## config.mk

```make
export PLATFORM = sky130hd
export DESIGN_NAME = asym_fifo
export DESIGN_NICKNAME = d
export VERILOG_FILES = /design/src/rtl/asym_fifo.sv
export SDC_FILE = /design/constraint.sdc
export NUM_CORES = 1
export LEC_CHECK = 0
export ABC_AREA = 1
export BUFFER_PORTS_ARGS = -buffer_cell sky130_fd_sc_hd__buf_2
export CAP_MARGIN = 10
export CORE_MARGIN = 10
export CORE_UTILIZATION = 25
export DETAILED_ROUTE_END_ITERATION = 6
export PLACE_DENSITY = 0.42
export SYNTH_ARGS = -nofsm -noshare
export SYNTH_HDL_FRONTEND = slang
export SYNTH_SLANG_ARGS = --single-unit
```

## constraint.sdc

```tcl
create_clock -name clk -period 2.63 [get_ports clk]
set_input_delay 0.1315 -clock clk [delete_from_list [all_inputs] [get_ports clk]]
set_output_delay 0.1315 -clock clk [all_outputs]
set_load 0.005 [all_outputs]
```

## src/rtl/asym_fifo.sv

```systemverilog
`default_nettype none
// ============================================================================
//  Module      : asym_fifo
//  Description : Asymmetric-width FIFO. Each write pushes RATIO read-width
//                words (slice 0 first); each read pops one word. The head
//                word is presented first-word-fall-through.
//  Revision    : 1.0 - initial release
// ============================================================================
module asym_fifo #(
    parameter int ADDR_WIDTH = 3,
    parameter int DATA_WIDTH = 4,
    parameter int RATIO      = 2
) (
    input  logic                          clk,
    input  logic                          reset,
    input  logic                          wr,
    input  logic [RATIO*DATA_WIDTH-1:0]   w_data,
    input  logic                          rd,
    output logic [DATA_WIDTH-1:0]         r_data,
    output logic                          full,
    output logic                          empty,
    output logic [ADDR_WIDTH:0]           count,
    output logic                          wr_err,
    output logic                          rd_err
);

    localparam int                  c_DEPTH   = 2 ** ADDR_WIDTH;
    localparam logic [ADDR_WIDTH:0] c_DEPTH_W = (ADDR_WIDTH + 1)'(c_DEPTH);
    localparam logic [ADDR_WIDTH:0] c_RATIO_W = (ADDR_WIDTH + 1)'(RATIO);
    localparam logic [ADDR_WIDTH:0] c_ONE_W   = (ADDR_WIDTH + 1)'(1);
    // Pointer step for a write; truncates to 0 when RATIO == DEPTH, which is
    // exactly the modulo-DEPTH behaviour wanted.
    localparam logic [ADDR_WIDTH-1:0] c_W_STEP = ADDR_WIDTH'(RATIO);

    logic [DATA_WIDTH-1:0]  r_mem [c_DEPTH];
    logic [ADDR_WIDTH-1:0]  r_w_ptr;
    logic [ADDR_WIDTH-1:0]  r_r_ptr;
    logic [ADDR_WIDTH:0]    r_count;
    logic                   r_wr_err;
    logic                   r_rd_err;

    logic [ADDR_WIDTH:0]    w_free;
    logic                   w_full;
    logic                   w_empty;
    logic                   w_wr_ok;
    logic                   w_rd_ok;
    logic [ADDR_WIDTH:0]    w_count_next;

    // Flags and accept decisions derive only from the pre-edge occupancy, so
    // a same-cycle read never makes room for a write and vice versa.
    always_comb begin
        w_free       = c_DEPTH_W - r_count;
        w_full       = (w_free < c_RATIO_W);
        w_empty      = (r_count == '0);
        w_wr_ok      = wr & ~w_full;
        w_rd_ok      = rd & ~w_empty;
        w_count_next = r_count
                     + (w_wr_ok ? c_RATIO_W : '0)
                     - (w_rd_ok ? c_ONE_W   : '0);
    end

    // Storage write: w_ptr is always RATIO-aligned, so slices never wrap.
    always_ff @(posedge clk) begin
        if (!reset && w_wr_ok) begin
            for (int k = 0; k < RATIO; k++) begin
                r_mem[r_w_ptr + ADDR_WIDTH'(k)] <= w_data[k*DATA_WIDTH +: DATA_WIDTH];
            end
        end
    end

    // Pointers, occupancy and one-cycle error pulses.
    always_ff @(posedge clk) begin
        if (reset) begin
            r_w_ptr  <= '0;
            r_r_ptr  <= '0;
            r_count  <= '0;
            r_wr_err <= 1'b0;
            r_rd_err <= 1'b0;
        end else begin
            if (w_wr_ok) begin
                r_w_ptr <= r_w_ptr + c_W_STEP;
            end
            if (w_rd_ok) begin
                r_r_ptr <= r_r_ptr + ADDR_WIDTH'(1);
            end
            r_count  <= w_count_next;
            r_wr_err <= wr & w_full;
            r_rd_err <= rd & w_empty;
        end
    end

    // Head word is read asynchronously; meaningless while empty.
    always_comb begin
        r_data = r_mem[r_r_ptr];
        full   = w_full;
        empty  = w_empty;
        count  = r_count;
        wr_err = r_wr_err;
        rd_err = r_rd_err;
    end

endmodule
`default_nettype wire

```

==> flow_summary.ini, run 1 <==
[route]
wire_per_inst_um = 12.1
viasPerCell = 4.04
drc = 0
drtPass1Iterations = 4
drt-initial-drc-count = 23
dr_total_vias = 1302
postRouteAntennaNets = 0
wirelength_um = 3900

[power_and_ir_drop]
p_per_area_nw_per_um2 = 1020
irDropWorstVdd_uv = 350
leakage_nw = 0.964

[critical_path]
critPathBufInv = 4
critPathArrivalTime_ns = 2.46
path_delay_family = adder cells
crit_type = reg -> reg
crit_fanout = 8
crit_cells = 14
end_kind = register
path_cells = inv_1 > ha_1 > inv_1 > nand2_1 > nor2_2 > nand3_4 > nand2_1 > ha_1 > inv_1 > ha_1 > inv_1 > fa_1 > xnor2_1 > nor2_1
crit_path_top_delay_cell = fa_1
slowest_delay_ns = 0.37
startpoint_type = register
crit_top_cell = inv_1
rr_worst_depth = 14
required_ns = 2.83

[place]
place_congestion = 0.763
port_buffers = 23
dp_hpwl_um = 2700

[floorplanning]
ioPinCount = 24
die_area_um2 = 11900
fp.coreArea_um2 = 7690
start_util_pct = 25.7
die_y_um = 109
rows = 32
die_w_um = 109

[cells_and_area]
utilization_pct = 30.6
diodes = 0
drive_above_1_share_pct = 18.2
finalNetCount = 242
area_growth_pct = 19.1

[min_path]
hold_class = in -> reg
min_path_cells = 2

[cts]
post_cts_buffers = 0
clk_pin_slew_worst_paths_ns = 0.09
numCtsBuffers = 5
cts_tree = done
htree_num_levels = 2
hold_buffers = 0
cts_root_buf = clkbuf_8
cts_sinks = 46
insertion_delay_ns = 0.30
clk_path_buf_depth = 2
post_cts_resized = 0

[sta]
hold_violations = 0
skew_ns = 0.0109
finalSetupTns_ns = 0
finalCritPeriodShare_pct = 85.8
rsz0062_at_grt = false
drv_slew = 0
fin_crit_ns = 2.26
setup_viol = 0
max_slew_margin_pct = 62.0
max_freq_mhz = 443
worstMarginPinSlew_ns = 0.569

[global_route]
gr-total-overflow = 0
grt_pass1_wl_um = 6200
grt_max_degree = 17
antenna_found_initial = 0
track_usage_pct = 6.93
grt_pass1_vias = 1283

[synthesis]
synth-warning-count = 0
syn_nets = 211
ys_seq_area_share_pct = 62.8
syn_avg_cell_area_um2 = 10.5
synth.distinct_cells = 18
synth_area_um2 = 1980
postSynthCellCount = 188
synth-seq-cells = 46

[job]
cap_violations = 0

[run_status]
status = finished clean
-- worst reg2reg max path, delay by kind of cell (launching register included) --
family                     cells  cell delay, ns
adders and majority gates      4            1.01
and+or+nand+nor                5            0.44
DFF                            1            0.33
buffers and inverters          4            0.22
xor gates and xnor gates       1            0.16
-- routing by layer --
| layer | vias up | wire, um | global-route usage [%] |
|---|---|---|---|
| met5 | - | 0 | 0 |
| met4 | 0 | 80 | 3.20 |
| met3 | 8 | 288 | 2.77 |
| met2 | 34 | 1750 | 10.9 |
| met1 | 581 | 1770 | 8.13 |
| li1 | 679 | - | - |
-- synth_stat cells --
| cell type | instances | area, um2 |
|---|---|---|
| nor2_1 | 40 | 150 |
| edfxtp_1 | 32 | 961 |
| nand2_1 | 25 | 93.8 |
| inv_1 | 22 | 82.6 |
| o21ai_1 | 16 | 80.1 |
| dfxtp_1 | 14 | 280 |
| ha_1 | 10 | 125 |
| o21ai_0 | 10 | 50.1 |
| a21oi_1 | 5 | 25.0 |
| nand3_1 | 4 | 20.0 |
| buf_6 | 3 | 33.8 |
| buf_4 | 1 | 7.51 |
| fa_1 | 1 | 20.0 |
| inv_2 | 1 | 3.75 |
| nand3_2 | 1 | 10.0 |
| nand3_4 | 1 | 17.5 |
| nor2_2 | 1 | 6.26 |
| xnor2_1 | 1 | 8.76 |
-- per-stage QoR --
step	area [um2]	instances	total power [mW]	hold WS [ns]	setup WS (ns)
finish	2350	322	2.39	0.0399	0.373
global route	2350	322	2.60	0.0305	0.161
CTS	2350	322	2.44	0.0274	0.345
detailed placement	2210	314	1.80	0.356	0.371
global placement	2210	314	1.80	0.355	0.388
floorplan	1980	188	1.56	0.198	0.450
-- worst paths after layout --
path | end | slack, ns | start
worst min register to register | r_r_ptr[2] | 0.46 | r_r_ptr[2]
worst min-delay path | count[2] | 0.04 | reset
worst max-delay path | count[3] | 0.37 | count[0]
worst max register to register | count[3] | 0.37 | count[0]
-- power breakdown --
group | switching, mW | internal, mW | total (mW)
clock network | 0.248 | 0.381 | 0.629
logic | 0.452 | 0.321 | 0.774
registers | 0.0929 | 0.893 | 0.986
-- sequential cells by signal, indices dropped and copies added (netlist names), named ones only --
signal   count
r_w_ptr      2
rd_err       1
r_r_ptr      3
count        4
r_mem       32
wr_err       1
-- layout by cell type, fill, tap and decap left out --
cell type  synthesis  final
nor2_1            40     40
fa_1               1      1
buf_4              1      5
xnor2_1            1      1
edfxtp_1          32     32
nand3_4            1      1
o21ai_0           10     10
nor2_2             1      1
clkinv_4           0      1
buf_2              0     23
clkbuf_8           0      5
nand3_2            1      1
o21ai_1           16     16
a21oi_1            5      5
inv_1             22     22
inv_2              1      1
dfxtp_1           14     14
nand2_1           25     25
nand3_1            4      4
ha_1              10     10
bufinv_16          0      2
-- kinds of logic (layout without fill, tap and decap cells) --
group	count (synthesis)	count (layout)	synth area share, %
flops	46	46	62.8
fa+ha+maj	11	11	7.35
buf+inv	27	59	6.46
simple gates	72	72	15.1
xor+xnor	1	1	0.443
compound gates	31	31	7.85
-- area by class of cell --
type                       count  area [um2]
timing repair buffer          28         153
sequential                    46        1240
inverter                      23        86.3
fill                         834        5340
multi-input combinational    115         607
clock inverter                 3        68.8
tap                          102         128
clock buffer                   5        68.8
Power figures use the tool's default switching activity.
==> inputs of run 2 (changes only) <==
--- a/config.mk
+++ b/config.mk
@@ -9,9 +9,9 @@
 export BUFFER_PORTS_ARGS = -buffer_cell sky130_fd_sc_hd__buf_2
 export CAP_MARGIN = 10
 export CORE_MARGIN = 10
-export CORE_UTILIZATION = 25
+export CORE_UTILIZATION = 56
 export DETAILED_ROUTE_END_ITERATION = 6
-export PLACE_DENSITY = 0.42
+export PLACE_DENSITY = 0.78
 export SYNTH_ARGS = -nofsm -noshare
 export SYNTH_HDL_FRONTEND = slang
 export SYNTH_SLANG_ARGS = --single-unit
==> run 2 against run 1 <==
  * Total power shrank 12%
  * Clock power shrank 47%
  * Non-clock buffer count up 9
  * Hold slack improved by 0.028 ns
  * Wire length shrank 9.7%
  * Utilization grew 38 points
  * Register-to-register slack worse by 0.05 ns
  * Critical endpoint unchanged
  * Highest routed layer unchanged
==> flow_summary.ini, run 2 (synthesis gave the netlist of run 1 again) <==
[run_status]
status = finished clean

[cts]
cts_sinks = 46
insertion_delay_ns = 0.35
numCtsBuffers = 5
clk_path_buf_depth = 2
cts_root_buf = clkbuf_4
clk_pin_slew_worst_paths_ns = 0.11
cts_tree = done
htree_num_levels = 2
post_cts_buffers = 0

[critical_path]
path_cells = inv_1 > ha_1 > inv_1 > nand2_1 > nor2_2 > nand3_4 > nand2_1 > ha_1 > inv_1 > ha_1 > inv_1 > fa_1 > xnor2_1 > nor2_1
crit_path_top_delay_cell = dfxtp_1
critPathArrivalTime_ns = 2.56
slowest_delay_ns = 0.37
crit_type = reg -> reg
required_ns = 2.88
crit_cells = 14
path_delay_family = adder cells
rr_worst_depth = 14
end_kind = register
crit_fanout = 8
crit_top_cell = inv_1
critPathBufInv = 4
startpoint_type = register

[sta]
skew_ns = 0.00864
drv_slew = 0
fin_crit_ns = 2.30
max_freq_mhz = 434
finalSetupTns_ns = 0
hold_violations = 0
max_slew_margin_pct = 60.5
fin_ws_ns = 0.328
finalCritPeriodShare_pct = 87.5
worstMarginPinSlew_ns = 0.591
setup_viol = 0
rsz0062_at_grt = false

[global_route]
grt_pass1_vias = 1271
grt_max_degree = 18
antenna_found_initial = 0
track_usage_pct = 11.7
grt_pass1_wl_um = 5750
gr-total-overflow = 0

[floorplanning]
rows = 21
fp.coreArea_um2 = 3360
die_y_um = 79.4
die_area_um2 = 6300
ioPinCount = 24
start_util_pct = 58.7
die_w_um = 79.4

[place]
dp_cells = 257
port_buffers = 23
place_congestion = 0.798
post-place-ws_ns = 0.351
dp_hpwl_um = 2400

[route]
drt-initial-drc-count = 95
postRouteAntennaNets = 0
drtPass1Iterations = 4
drc = 0
wire_per_inst_um = 12.8
wirelength_um = 3520
viasPerCell = 4.92
dr_total_vias = 1354

[cells_and_area]
area_growth_pct = 16.3
most-common-layout-cells = 40 x nor2_1, 32 x edfxtp_1, 25 x nand2_1, 23 x buf_2, 22 x inv_1
final_common_cell = nor2_1
multiInputGateArea_um2 = 607
finalNetCount = 251
regMostFlops = r_mem
diodes = 0
drive_above_1_share_pct = 16.6
fill_cells = 271
register_area_um2 = 1240
utilization_pct = 68.3
largest_reg_flops = 32
fin_cells = 275

[power_and_ir_drop]
finalPower_mw = 2.09
p_per_area_nw_per_um2 = 911
leakage_nw = 0.967
irDropWorstVdd_uv = 577

[job]
cap_violations = 0

[min_path]
hold_class = in -> reg
min_path_cells = 3
run 2: cell count changes in the layout (fill, tap and decap cells not counted):
cell	previous run	this run
clkinv_2	0	1
buf_4	5	4
bufinv_16	2	0
clkinv_4	1	0
clkbuf_8	5	1
clkbuf_4	0	5
dlygate4sd3_1	0	10
clkbuf_1	0	1
run 2: what timing repair did:
action / CTS / global route
hold endpoints to repair: 33 / 4
resized for setup: 0 / 0
hold buffers: 9 / 1
run 2: layout make-up:
cell class | instances | area share (%)
Clock buffer | 7 | 2.40
Clock inverter | 1 | 0.218
Inverter | 23 | 3.76
Multi-Input combinational cell | 115 | 26.4
Sequential cell | 46 | 54.0
Tap cell | 46 | 2.51
Timing Repair Buffer | 37 | 10.7
run 2: report_power, final:
| group | leakage (nW) | internal, mW | total (mW) | switching, mW |
|---|---|---|---|---|
| clock network | 0.0353 | 0.130 | 0.334 | 0.204 |
| logic | 0.526 | 0.327 | 0.767 | 0.440 |
| registers | 0.405 | 0.893 | 0.992 | 0.0991 |
run 2: layer usage:
layer | track usage, % | vias up | share of wire, %
li1 | - | 695 | -
met1 | 13.3 | 617 | 44
met2 | 19.3 | 37 | 49
met3 | 4.73 | 5 | 6.1
met4 | 4.30 | 0 | 1.2
met5 | 0 | - | 0
run 2: per-stage QoR:
step           hold WS, ns  cell area [um2]
6_report            0.0680             2300
5_1_grt             0.0500             2300
4_1_cts            0.00243             2290
3_5_place_dp         0.350             2140
3_3_place_gp         0.348             2140
2_1_floorplan        0.198             1980
run 2: path summary, 6_finish.rpt:
path | from | to | slack, ns
hold reg to reg | r_r_ptr[2] | register | 0.49
setup / recovery | count[1] | count[3] | 0.33
setup reg to reg | count[1] | count[3] | 0.33
hold / removal | wr | wr_err | 0.07
run 2: tightest hold or removal path, cell delays in order:
cell,delay [ns]
buf_2,0.14
nand2_1,0.07
nor2_1,0.04
==> inputs of run 3 (changes only) <==
--- a/config.mk
+++ b/config.mk
@@ -9,9 +9,10 @@
 export BUFFER_PORTS_ARGS = -buffer_cell sky130_fd_sc_hd__buf_2
 export CAP_MARGIN = 10
 export CORE_MARGIN = 10
-export CORE_UTILIZATION = 56
+export CORE_UTILIZATION = 50
 export DETAILED_ROUTE_END_ITERATION = 6
-export PLACE_DENSITY = 0.78
+export PLACE_DENSITY = 0.71
+export SKIP_LAST_GASP = 1
 export SYNTH_ARGS = -nofsm -noshare
 export SYNTH_HDL_FRONTEND = slang
 export SYNTH_SLANG_ARGS = --single-unit
==> constraint.sdc (replaced) <==
create_clock -name clk -period 2.3 [get_ports clk]
set_input_delay 0.115 -clock clk [delete_from_list [all_inputs] [get_ports clk]]
set_output_delay 0.115 -clock clk [all_outputs]
set_load 0.005 [all_outputs]
==> run 3 against run 2 <==
  * First-iteration DRC count grew 11%
  * Sequential share of layout area is 0.21 points lower
  * Register-to-register slack worse by 0.20 ns
  * Sequential power up 14%
  * Cell count is 2.2% lower
  * Clock skew down 0.0011 ns
  * Global-route usage shrank 1.8 points
  * Critical path type unchanged
  * Largest power group unchanged
==> flow_summary.ini, run 3 (synthesis gave the netlist of run 1 again) <==
[cells_and_area]
regMostFlops = r_mem
final_common_cell = nor2_1
area_growth_pct = 16.8
most-common-layout-cells = 40 x nor2_1, 32 x edfxtp_1, 25 x nand2_1, 23 x buf_2, 21 x inv_1
register_area_um2 = 1240
fill_cells = 319
finalNetCount = 243
diodes = 0
fin_area_um2 = 2310
drive_above_1_share_pct = 20.4
multiInputGateArea_um2 = 617
largest_reg_flops = 32

[critical_path]
critPathArrivalTime_ns = 2.37
slowest_delay_ns = 0.51
crit_path_top_delay_cell = fa_2
crit_type = reg -> reg
rr_worst_depth = 13
crit_top_cell = inv_1
crit_cells = 13
required_ns = 2.50
end_kind = register
startpoint_type = register
crit_fanout = 3
path_cells = inv_1 > ha_1 > inv_1 > nand2_1 > nor2_2 > nand3_4 > nand2_1 > ha_1 > inv_1 > ha_1 > inv_1 > fa_2 > nor2_1
path_delay_family = adder cells
critPathBufInv = 4

[power_and_ir_drop]
irDropWorstVdd_uv = 791
switchingPower_mw = 0.877
p_int_mw = 1.90
clkPwrFrac_pct = 25.7
seq_power_share_pct = 40.6
leakage_nw = 0.975
power_frac_comb_pct = 33.7
p_per_area_nw_per_um2 = 1200
finalPower_mw = 2.78
switching_share_pct = 31.6

[global_route]
grt_max_degree = 17
grt.met2_usage_pct = 17.1
grt_pass1_wl_um = 5550
antenna_found_initial = 0
grtUsageMet1_pct = 10.2
grtUsageMet3_pct = 3.91
grt_busiest_layer = met2
gr-total-overflow = 0
grt_pass1_vias = 1247
track_usage_pct = 9.93

[cts]
clk_pin_slew_worst_paths_ns = 0.08
insertion_delay_ns = 0.29
cts_root_buf = clkbuf_8
clk_path_buf_depth = 2
post_cts_buffers = 0
htree_num_levels = 2
cts_sinks = 46
cts_tree = done
numCtsBuffers = 5

[sta]
setup_viol = 0
worstMarginPinSlew_ns = 0.535
finalCritPeriodShare_pct = 94.6
finalSetupTns_ns = 0
drv_slew = 0
max_slew_margin_pct = 64.3
fin_crit_ns = 2.18
rsz0062_at_grt = false
fin_ws_ns = 0.124
whs_ns = 0.0207
hold_violations = 0
skew_ns = 0.00750
max_freq_mhz = 460

[place]
port_buffers = 23
place_congestion = 0.758
post-place-ws_ns = 0.110
place_area_um2 = 2150
dp_hpwl_um = 2390

[route]
postRouteAntennaNets = 0
drtPass1Iterations = 4
wirelength_um = 3290
viasPerCell = 4.81
wire_per_inst_um = 12.2
drc = 0
dr_total_vias = 1293
drt-initial-drc-count = 105

[min_path]
hold_class = in -> reg
min_path_cells = 2

[floorplanning]
start_util_pct = 52.8
die_w_um = 82.9
fp.coreArea_um2 = 3740
die_y_um = 82.9
rows = 22
ioPinCount = 24
die_area_um2 = 6870

[job]
cap_violations = 0

[run_status]
status = finished clean
[run 3: cell types whose count changed in the layout (fill, tap and decap cells not counted), sizes merged]
cell | previous run | this run
dlygate4sd3 | 10 | 0
clkinv | 1 | 0
bufinv | 0 | 2
buf | 27 | 29
clkbuf | 7 | 6
[run 3: metrics by stage]
stage               utilization (%)  cells
finish                         61.7    269
global route                   61.7    269
CTS                            61.4    269
detailed placement             57.6    261
global placement               57.6    261
floorplan                         -    188
[run 3: path summary, 6_finish.rpt]
check,start,endpoint,slack [ns]
worst max-delay path,count[1],count[2],0.12
worst min register to register,r_r_ptr[2],register,0.46
worst max register to register,count[1],count[2],0.12
worst min-delay path,reset,count[0],0.02
[run 3: final cells by class]
| class | instances | share of cell area, % |
|---|---|---|
| repair buffers | 29 | 6.94 |
| well taps | 48 | 2.60 |
| multi-input cells | 115 | 26.7 |
| flip-flops and latches | 46 | 53.8 |
| inverters | 23 | 3.74 |
| clock buffers | 6 | 3.58 |
| clock inverters | 2 | 2.60 |
[run 3: metal layers]
layer / routed length [um] / vias up
li1: - / 677
met1: 1360 / 589
met2: 1730 / 20
met3: 144 / 7
met4: 61 / 0
met5: 0 / -
[run 3: repair_timing]
item	4_1_cts	5_1_grt
hold buffers	0	0
endpoints found under the setup margin	0	1
resized for setup	0	4
[run 3: power groups by stage]
stage / sequential [mW] / combinational [mW] / clock, mW
2_1_floorplan: 1.11 / 0.678 / 0
3_3_place_gp: 1.14 / 0.886 / 0
3_5_place_dp: 1.15 / 0.907 / 0
4_1_cts: 1.13 / 0.912 / 0.732
5_1_grt: 1.15 / 1.09 / 0.770
6_report: 1.13 / 0.935 / 0.715
